$ cat src/rtl/dsp_wdata_channel_pkg.sv
// Shared definitions for the write-data dispatcher: dispatcher states and
// the packed width of one buffered W beat.
package dsp_wdata_channel_pkg;

    typedef enum logic {
        ST_IDLE  = 1'b0,
        ST_BURST = 1'b1
    } dsp_wdata_state_e;

    // One buffered beat is {WDATA, WSTRB, WLAST}.
    function automatic int data_info_w(input int data_width);
        return data_width + data_width / 8 + 1;
    endfunction

endpackage

$ cat src/rtl/dsp_wdata_channel_fifo.sv
// Show-ahead FIFO: the head entry is presented on data_o without a read.
// Writes while full and reads while empty are ignored.
module dsp_wdata_channel_fifo #(
    parameter int WIDTH = 8,
    parameter int DEPTH = 16
) (
    input  logic             clk,
    input  logic             rst_n,
    input  logic [WIDTH-1:0] data_i,
    input  logic             wr_i,
    input  logic             rd_i,
    output logic [WIDTH-1:0] data_o,
    output logic             empty_o,
    output logic             full_o
);

    localparam int AW = $clog2(DEPTH);

    logic [WIDTH-1:0] mem [DEPTH];
    logic [AW:0]      wr_ptr_reg;
    logic [AW:0]      rd_ptr_reg;
    logic             wr_en;
    logic             rd_en;

    // Pointers carry one extra wrap bit to tell full from empty.
    assign empty_o = (wr_ptr_reg == rd_ptr_reg);
    assign full_o  = (wr_ptr_reg[AW] != rd_ptr_reg[AW]) &&
                     (wr_ptr_reg[AW-1:0] == rd_ptr_reg[AW-1:0]);
    assign wr_en   = wr_i & ~full_o;
    assign rd_en   = rd_i & ~empty_o;
    assign data_o  = mem[rd_ptr_reg[AW-1:0]];

    always_ff @(posedge clk) begin
        if (wr_en) begin
            mem[wr_ptr_reg[AW-1:0]] <= data_i;
        end
    end

    always_ff @(posedge clk or negedge rst_n) begin
        if (!rst_n) begin
            wr_ptr_reg <= '0;
            rd_ptr_reg <= '0;
        end else begin
            if (wr_en) begin
                wr_ptr_reg <= wr_ptr_reg + 1'b1;
            end
            if (rd_en) begin
                rd_ptr_reg <= rd_ptr_reg + 1'b1;
            end
        end
    end

endmodule

$ cat src/rtl/dsp_wdata_channel.sv
// Write-data dispatcher for one master port: buffers W beats and routes each
// burst, whole and in AW order, to the slave named by the AW slave-ID queue.
module dsp_wdata_channel
    import dsp_wdata_channel_pkg::*;
#(
    parameter int SLV_AMT         = 2,
    parameter int DATA_WIDTH      = 32,
    parameter int SLV_ID_W        = $clog2(SLV_AMT),
    parameter int DSP_WDATA_DEPTH = 16,
    parameter int DSP_AW_ID_DEPTH = 4
) (
    input  logic                           ACLK_i,
    input  logic                           ARESET_i,
    input  logic [DATA_WIDTH-1:0]          m_WDATA_i,
    input  logic [DATA_WIDTH/8-1:0]        m_WSTRB_i,
    input  logic                           m_WLAST_i,
    input  logic                           m_WVALID_i,
    output logic                           m_WREADY_o,
    input  logic [SLV_ID_W-1:0]            dsp_AW_slv_id_i,
    input  logic                           dsp_AW_push_i,
    output logic                           dsp_AW_full_o,
    output logic [DATA_WIDTH*SLV_AMT-1:0]  sa_WDATA_o,
    output logic [DATA_WIDTH/8*SLV_AMT-1:0] sa_WSTRB_o,
    output logic [SLV_AMT-1:0]             sa_WLAST_o,
    output logic [SLV_AMT-1:0]             sa_WVALID_o,
    input  logic [SLV_AMT-1:0]             sa_WREADY_i
);

    localparam int STRB_W = DATA_WIDTH / 8;
    localparam int INFO_W = data_info_w(DATA_WIDTH);

    logic                  rst_n;
    logic [INFO_W-1:0]     wfifo_din;
    logic [INFO_W-1:0]     wfifo_head;
    logic                  wfifo_wr;
    logic                  wfifo_rd;
    logic                  wfifo_empty;
    logic                  wfifo_full;
    logic [SLV_ID_W-1:0]   idq_head;
    logic                  idq_rd;
    logic                  idq_empty;
    logic                  idq_full;
    logic [DATA_WIDTH-1:0] head_data;
    logic [STRB_W-1:0]     head_strb;
    logic                  head_last;
    logic                  burst_valid;
    logic                  beat_hs;

    dsp_wdata_state_e      state_q;
    dsp_wdata_state_e      state_next;
    logic [SLV_ID_W-1:0]   cur_slv_q;
    logic [SLV_ID_W-1:0]   cur_slv_next;

    assign rst_n      = ~ARESET_i;
    assign m_WREADY_o = ~wfifo_full & ~ARESET_i;
    assign wfifo_wr   = m_WVALID_i & m_WREADY_o;
    assign wfifo_din  = {m_WDATA_i, m_WSTRB_i, m_WLAST_i};
    assign dsp_AW_full_o = idq_full;

    assign head_data = wfifo_head[INFO_W-1 -: DATA_WIDTH];
    assign head_strb = wfifo_head[STRB_W:1];
    assign head_last = wfifo_head[0];

    dsp_wdata_channel_fifo #(
        .WIDTH (INFO_W),
        .DEPTH (DSP_WDATA_DEPTH)
    ) fifo_wdata (
        .clk     (ACLK_i),
        .rst_n   (rst_n),
        .data_i  (wfifo_din),
        .wr_i    (wfifo_wr),
        .rd_i    (wfifo_rd),
        .data_o  (wfifo_head),
        .empty_o (wfifo_empty),
        .full_o  (wfifo_full)
    );

    dsp_wdata_channel_fifo #(
        .WIDTH (SLV_ID_W),
        .DEPTH (DSP_AW_ID_DEPTH)
    ) fifo_aw_id (
        .clk     (ACLK_i),
        .rst_n   (rst_n),
        .data_i  (dsp_AW_slv_id_i),
        .wr_i    (dsp_AW_push_i),
        .rd_i    (idq_rd),
        .data_o  (idq_head),
        .empty_o (idq_empty),
        .full_o  (idq_full)
    );

    assign burst_valid = (state_q == ST_BURST) & ~wfifo_empty;
    assign beat_hs     = burst_valid & sa_WREADY_i[cur_slv_q];
    assign wfifo_rd    = beat_hs;

    // Payload fans out to every slave; only the selected valid bit is raised.
    for (genvar gi = 0; gi < SLV_AMT; gi++) begin : g_slv
        assign sa_WDATA_o[gi*DATA_WIDTH +: DATA_WIDTH] = head_data;
        assign sa_WSTRB_o[gi*STRB_W +: STRB_W]         = head_strb;
        assign sa_WLAST_o[gi]  = head_last;
        assign sa_WVALID_o[gi] = burst_valid & (cur_slv_q == SLV_ID_W'(gi));
    end

    always_comb begin
        state_next   = state_q;
        cur_slv_next = cur_slv_q;
        idq_rd       = 1'b0;
        case (state_q)
            ST_IDLE: begin
                if (!idq_empty) begin
                    idq_rd       = 1'b1;
                    cur_slv_next = idq_head;
                    state_next   = ST_BURST;
                end
            end
            ST_BURST: begin
                // A queued ID lets the next burst start without a bubble.
                if (beat_hs && head_last) begin
                    if (!idq_empty) begin
                        idq_rd       = 1'b1;
                        cur_slv_next = idq_head;
                    end else begin
                        state_next = ST_IDLE;
                    end
                end
            end
        endcase
    end

    always_ff @(posedge ACLK_i or posedge ARESET_i) begin
        if (ARESET_i) begin
            state_q   <= ST_IDLE;
            cur_slv_q <= '0;
        end else begin
            state_q   <= state_next;
            cur_slv_q <= cur_slv_next;
        end
    end

endmodule
$ cat config.mk
export PLATFORM = sky130hd
export DESIGN_NAME = dsp_wdata_channel
export DESIGN_NICKNAME = d
export VERILOG_FILES = /design/src/rtl/dsp_wdata_channel_pkg.sv /design/src/rtl/dsp_wdata_channel_fifo.sv /design/src/rtl/dsp_wdata_channel.sv
export SDC_FILE = /design/constraint.sdc
export NUM_CORES = 1
export LEC_CHECK = 0
export CORE_MARGIN = 1
export CORE_UTILIZATION = 60
export CTS_CLUSTER_DIAMETER = 30
export CTS_CLUSTER_SIZE = 14
export DETAILED_ROUTE_END_ITERATION = 7
export GPL_TIMING_DRIVEN = 0
export PLACE_DENSITY = 0.89
export SETUP_SLACK_MARGIN = 0.02
export SYNTH_ARGS = -nofsm -noshare
export SYNTH_HDL_FRONTEND = slang
export SYNTH_HIERARCHICAL = 1
export SYNTH_SLANG_ARGS = --single-unit
$ cat constraint.sdc
create_clock -name ACLK_i -period 9.6 [get_ports ACLK_i]
set_clock_uncertainty 0.15 [all_clocks]
set_input_delay 2.4 -clock ACLK_i [delete_from_list [all_inputs] [get_ports ACLK_i]]
set_output_delay 2.4 -clock ACLK_i [all_outputs]
set_load 0.03 [all_outputs]
==> results of run 1 <==
final timing paths:
check	from	to	slack, ps	cells after the start
min reg2reg	state_q	state_q	460	2
min	state_q	state_q	460	2
max	fifo_wdata/rd_ptr_reg[3]	sa_WDATA_o[61]	3040	7
max reg2reg	fifo_wdata/rd_ptr_reg[0]	fifo_wdata/mem[3][17]	5500	13
min in group asynchronous	ARESET_i	fifo_aw_id/rd_ptr_reg[0]	2140	2
max in group asynchronous	ARESET_i	fifo_wdata/wr_ptr_reg[3]	6660	2
logic make-up after synthesis:
group,count (synthesis)
compound gates,138
buf+inv,109
fa+ha+maj,10
xor+xnor,21
simple gates,55
flops,614
mux,228
power groups by stage:
stage / Combinational [W] / Sequential, W / Clock [W]
final: 0.00423 / 0.00322 / 0.00376
after global placement: 0.00383 / 0.00326 / 0
after CTS: 0.00419 / 0.00322 / 0.00378
after floorplan: 0.00263 / 0.00324 / 0
after global routing: 0.00436 / 0.00323 / 0.00391
after detailed placement: 0.00402 / 0.00325 / 0
cell usage in the layout, fill, tap and decap left out, types with 4 or more instances in the layout:
| cell type | instances |
|---|---|
| edfxtp_1 | 596 |
| clkdlybuf4s50_1 | 121 |
| mux2i_1 | 113 |
| mux4_2 | 111 |
| clkbuf_16 | 102 |
| buf_4 | 42 |
| o21ai_1 | 41 |
| a22oi_1 | 37 |
| a32oi_1 | 37 |
| clkbuf_1 | 31 |
| buf_2 | 24 |
| buf_6 | 22 |
| bufinv_16 | 18 |
| dfrtp_1 | 18 |
| clkinv_2 | 15 |
| xnor2_1 | 14 |
| clkinvlp_4 | 12 |
| nor2_4 | 12 |
| inv_6 | 11 |
| inv_1 | 10 |
| nor2_1 | 10 |
| ha_1 | 10 |
| clkinv_1 | 9 |
| buf_12 | 8 |
| nand2_1 | 7 |
| nand2b_1 | 5 |
| clkinv_4 | 4 |
| xor2_1 | 4 |
| o31ai_1 | 4 |
| a21oi_1 | 4 |
| o211ai_2 | 4 |
| nor3_2 | 4 |
| buf_16 | 4 |
| buf_8 | 4 |
layout make-up:
| class | instances | area [um2] | area share |
|---|---|---|---|
| timing repair buffer | 149 | 1670 | 0.0552 |
| sequential | 614 | 18300 | 0.605 |
| clock inverter | 72 | 947 | 0.0312 |
| inverter | 10 | 37.5 | 0.00124 |
| buffer | 99 | 642 | 0.0212 |
| tap | 525 | 657 | 0.0217 |
| antenna | 2 | 5.00 | 0.000165 |
| multi-input combinational | 452 | 5430 | 0.179 |
| clock buffer | 113 | 2590 | 0.0855 |
worst reg2reg max path, delay by kind of cell (launching register included):
family	cells	cell delay (ps)
AO/OA/AOI/OAI	1	350
flip-flops	1	430
buffers and inverters	5	980
XOR/XNOR	1	170
AND/OR/NAND/NOR	6	1740
metrics by stage:
| step | instance area, um2 | std cells | utilization | hold slack [ps] |
|---|---|---|---|---|
| 3_3_place_gp | 26200 | 1821 | 0.657 | 371 |
| 4_1_cts | 30300 | 2034 | 0.760 | 443 |
| 5_1_grt | 30300 | 2036 | 0.760 | 468 |
| 6_report | 30300 | 2036 | 0.760 | 457 |
| 2_1_floorplan | 24300 | 1175 | - | 342 |
| 3_5_place_dp | 26800 | 1849 | 0.671 | 402 |
metal layers:
metal  share of wire  routed length, um
met5         0.00020                 13
met3           0.096               6330
met4           0.056               3720
met2            0.51              33900
met1            0.34              22300
==> results.cfg, run 1 <==
[final_layout]
nNetsFinal = 1481
area_delta_synth_final_pct = 24.6
fillers = 1928
largest_reg_flops = 592
layout-drive-gt1-share = 0.275

[cts]
cts_tree = done
cts_sinks = 614
cts_buffers = 101
cts_resized = 0
ctsLongestPathBuffers = 3
cts-root-buf = clkbuf_16
path_clk_slew_ps = 50
postCtsSetupBuffers = 0
clock_latency_ps = 650
ctsHtreeMaxLevel = 3
postCtsHoldBufs = 0

[sta]
slew_viol_final = 0
rsz0062_at_grt = no
max-slew-margin-rel = 0.272
fmax_mhz = 152
setup_violations = 0
post-route-period-util = 0.683
hold_violations = 0
tns_ps = 0
tightestPinTransition_ps = 1090
min_period_ps = 6560
setup_slack_ps = 3040

[global_routing]
grt_usage = 0.324
grt_use_met3 = 0.0802
grt_pass1_vias = 14644
use_met2 = 0.539
grt_pass1_wl_um = 94400
met1_usage = 0.381
antenna_found_initial = 3
grt-busiest-layer = met2
overflow = 0
grt_max_degree = 26

[synthesis]
synthTopCellsByArea = edfxtp_1 74%, mux4_2 10%, mux2i_1 4.6%, dfrtp_1 1.9%, a32oi_1 1.3%
synth_fa_ha_area_frac = 0.00514
synth.cell_area_mm2 = 0.0243
synth_flop_cell = edfxtp_1
synth_edf_count = 596
synth_compound_gate_area_share = 0.0413
yosysWarningCount = 6
synth.avg_cell_area_um2 = 20.7
yosys.area_share.simple = 0.0118
synth_top_family_by_area = multiplexers
synth_top_area_share = 0.735
synth_common_cells = 596 x edfxtp_1, 113 x mux2i_1, 111 x mux4_2, 41 x buf_4, 41 x o21ai_1
synth_nets = 1229
yosysMostFrequentCell = edfxtp_1
yosysTopAreaCell = edfxtp_1
ys_types = 49
synth_mux_area_frac = 0.152
synth_xor_area_frac = 0.00848
synthCells = 1175
ys_seq_area_frac = 0.754
async_flop_share = 0.0293
ys_ff_latch = 614

[place]
dp_hpwl_um = 34400
pre_cts_slack_ps = 3410
portBuffers = 121
routabilityCongestion = 0.777

[detailed_routing]
avgRoutedWirePerCell_um = 32.5
vias_per_cell = 6.79
firstDrtPassIters = 6
route.detailed.drc = 0
detail-route-antenna-nets = 0
initialDrtViolationCount = 1907
totalWireLength_um = 66300
vias = 13834

[setup_path]
cp-start-kind = flip-flop
cp_data_arrival_time_ps = 4010
critPathMaxStageDelay_ps = 820
crit_fanout = 10
crit_type = reg -> out
cp_top_family = buffers and inverters
endpoint_kind = output port
slowest_stage = nor2_1
cp_common_cell = clkbuf_1
worst_ep_required_time_ps = 7050
worstPathCellList = clkbuf_1 > nor2_1 > clkbuf_1 > a32oi_1 > o21ai_1 > buf_4 > clkdlybuf4s50_1
worstPathBufferInverterCount = 4

[outcome]
outcome = finished, final reports clean

[power]
power.total_w = 0.0112
p_sw_w = 0.00392
power_frac_comb = 0.377
power_density_mw_per_mm2 = 370
p_int_w = 0.00729
cellLeakagePower_nw = 10.3
power.share.switching = 0.350
clkPwrFrac = 0.336
pwr-share-seq = 0.287
vdd.ir_drop.worst_mv = 0.288

[min_path]
hp-class = reg -> reg

[floorplanning]
core_mm2 = 0.0399
die_width_um = 203
die_h_um = 203
dieArea_mm2 = 0.0414
num_rows = 73
initial_core_util = 0.610
ios = 122

[run]
maxCapViolCount = 0
No activity file was read; power rests on OpenSTA's default activity.
==> run 2, diff against run 1 <==
- CORE_UTILIZATION: 60 -> 54
- PLACE_DENSITY: 0.89 -> 0.85
- clock period: 9.6 -> 5.85 ns (I/O delays scaled with it)
==> results.cfg, run 2 (synthesis gave the netlist of run 1 again) <==
[min_path]
min_from = state_q
hp-class = reg -> reg

[setup_path]
worstPathCellList = clkbuf_1 > nor2_1 > clkbuf_1 > a32oi_1 > o21ai_1 > buf_4 > clkdlybuf4s50_1
startpoint = fifo_wdata/rd_ptr_reg[3]
critPathMaxStageDelay_ps = 870
endpoint_kind = output port
cp_data_arrival_time_ps = 4010
cp-start-kind = flip-flop
worst_ep_required_time_ps = 4240
slowest_stage = nor2_1
crit_type = reg -> out
crit_fanout = 10
reg2reg_from = fifo_wdata/rd_ptr_reg[0]
cp_common_cell = clkbuf_1

[final_layout]
fillers = 2611
nNetsFinal = 1478
final_common_cell = edfxtp_1
layout_common_cells = 596 x edfxtp_1, 121 x clkdlybuf4s50_1, 113 x mux2i_1, 111 x mux4_2, 100 x clkbuf_16
finalNonFillerCells = 2099
layout-drive-gt1-share = 0.278
largest_reg_flops = 592
final_util = 0.680
area_delta_synth_final_pct = 23.8

[cts]
ctsLongestPathBuffers = 3
path_clk_slew_ps = 50
cts_buffers = 98
ctsHtreeMaxLevel = 3
postCtsHoldBufs = 0
cts_resized = 0
postCtsSetupBuffers = 0
cts_sinks = 614
cts-root-buf = clkbuf_16
cts_tree = done
clock_latency_ps = 610

[outcome]
outcome = finished, final reports clean

[floorplanning]
num_rows = 77
ios = 122
dieArea_mm2 = 0.0459
die_width_um = 214
die_h_um = 214
core_mm2 = 0.0443
initial_core_util = 0.549

[place]
dp_hpwl_um = 34700
dp.cells = 1916
portBuffers = 121
pre_cts_slack_ps = 1050
routabilityCongestion = 0.792

[detailed_routing]
initialDrtViolationCount = 1821
vias = 13445
route.detailed.drc = 0
vias_per_cell = 6.41
totalWireLength_um = 61600
avgRoutedWirePerCell_um = 29.3
firstDrtPassIters = 5
detail-route-antenna-nets = 0

[sta]
slew_viol_final = 0
rsz0062_at_grt = no
hold_violations = 0
max-slew-margin-rel = 0.252
tightestPinTransition_ps = 1120
setup_slack_ps = 227
post-route-period-util = 0.961
fmax_mhz = 178
setup_violations = 0
whs_ps = 439
min_period_ps = 5620
tns_ps = 0

[global_routing]
antenna_found_initial = 2
grt_usage = 0.271
overflow = 0
grt_max_degree = 22
grt_pass1_wl_um = 90200
grt_pass1_vias = 14172

[power]
cellLeakagePower_nw = 10.1
vdd.ir_drop.worst_mv = 0.383
power_density_mw_per_mm2 = 588

[run]
maxCapViolCount = 0
[run 2: cell types whose count changed in the layout (fill, tap and decap cells not counted), sizes merged]
cell      change
clkinv        +2
bufinv       -11
inv          +13
clkinvlp      +2
diode         -1
clkbuf        -9
[run 2: where the power goes]
| group | total [W] | switching, W | internal [W] |
|---|---|---|---|
| Sequential | 0.00526 | 0.000133 | 0.00513 |
| Combinational | 0.00677 | 0.00395 | 0.00281 |
| Clock | 0.00569 | 0.00219 | 0.00350 |
[run 2: layer usage]
layer | vias up | share of wire | GRT usage
met5 | - | 0.00015 | 0
met4 | 2 | 0.039 | 0.132
met3 | 189 | 0.11 | 0.0650
met2 | 1041 | 0.51 | 0.452
met1 | 6829 | 0.35 | 0.334
li1 | 5384 | - | -
[run 2: worst paths after layout]
check                                           end  slack (ps)  cells past startpoint
min reg2reg                                 state_q         440                      2
max                                  sa_WDATA_o[41]         230                      7
max in group asynchronous                 cur_slv_q        3900                      2
min in group asynchronous  fifo_wdata/rd_ptr_reg[2]        1180                      2
max reg2reg                  fifo_wdata/mem[11][15]        2120                     12
min                                         state_q         440                      2
[run 2: critical path, delay by kind of cell, from the launching register on]
family / cells / cell delay (ps)
flip-flops: 1 / 360
buffers and inverters: 4 / 1770
AO/OA/AOI/OAI: 2 / 400
AND/OR/NAND/NOR: 1 / 870
[run 2: layout make-up]
type,count,area (um2),area share
diodes,1,2.50,0.0000830
flip-flops and latches,614,18300,0.609
repair buffers,149,1640,0.0545
plain buffers,99,642,0.0213
clock buffers,104,2520,0.0835
multi-input cells,452,5430,0.180
inverters,10,37.5,0.00125
well taps,592,741,0.0246
clock inverters,78,774,0.0257
[run 2: stage by stage]
stage,instance area (um2),power (W)
floorplan,24300,0.00963
global placement,26300,0.0117
detailed placement,26800,0.0119
CTS,30100,0.0177
global route,30100,0.0183
finish,30100,0.0177
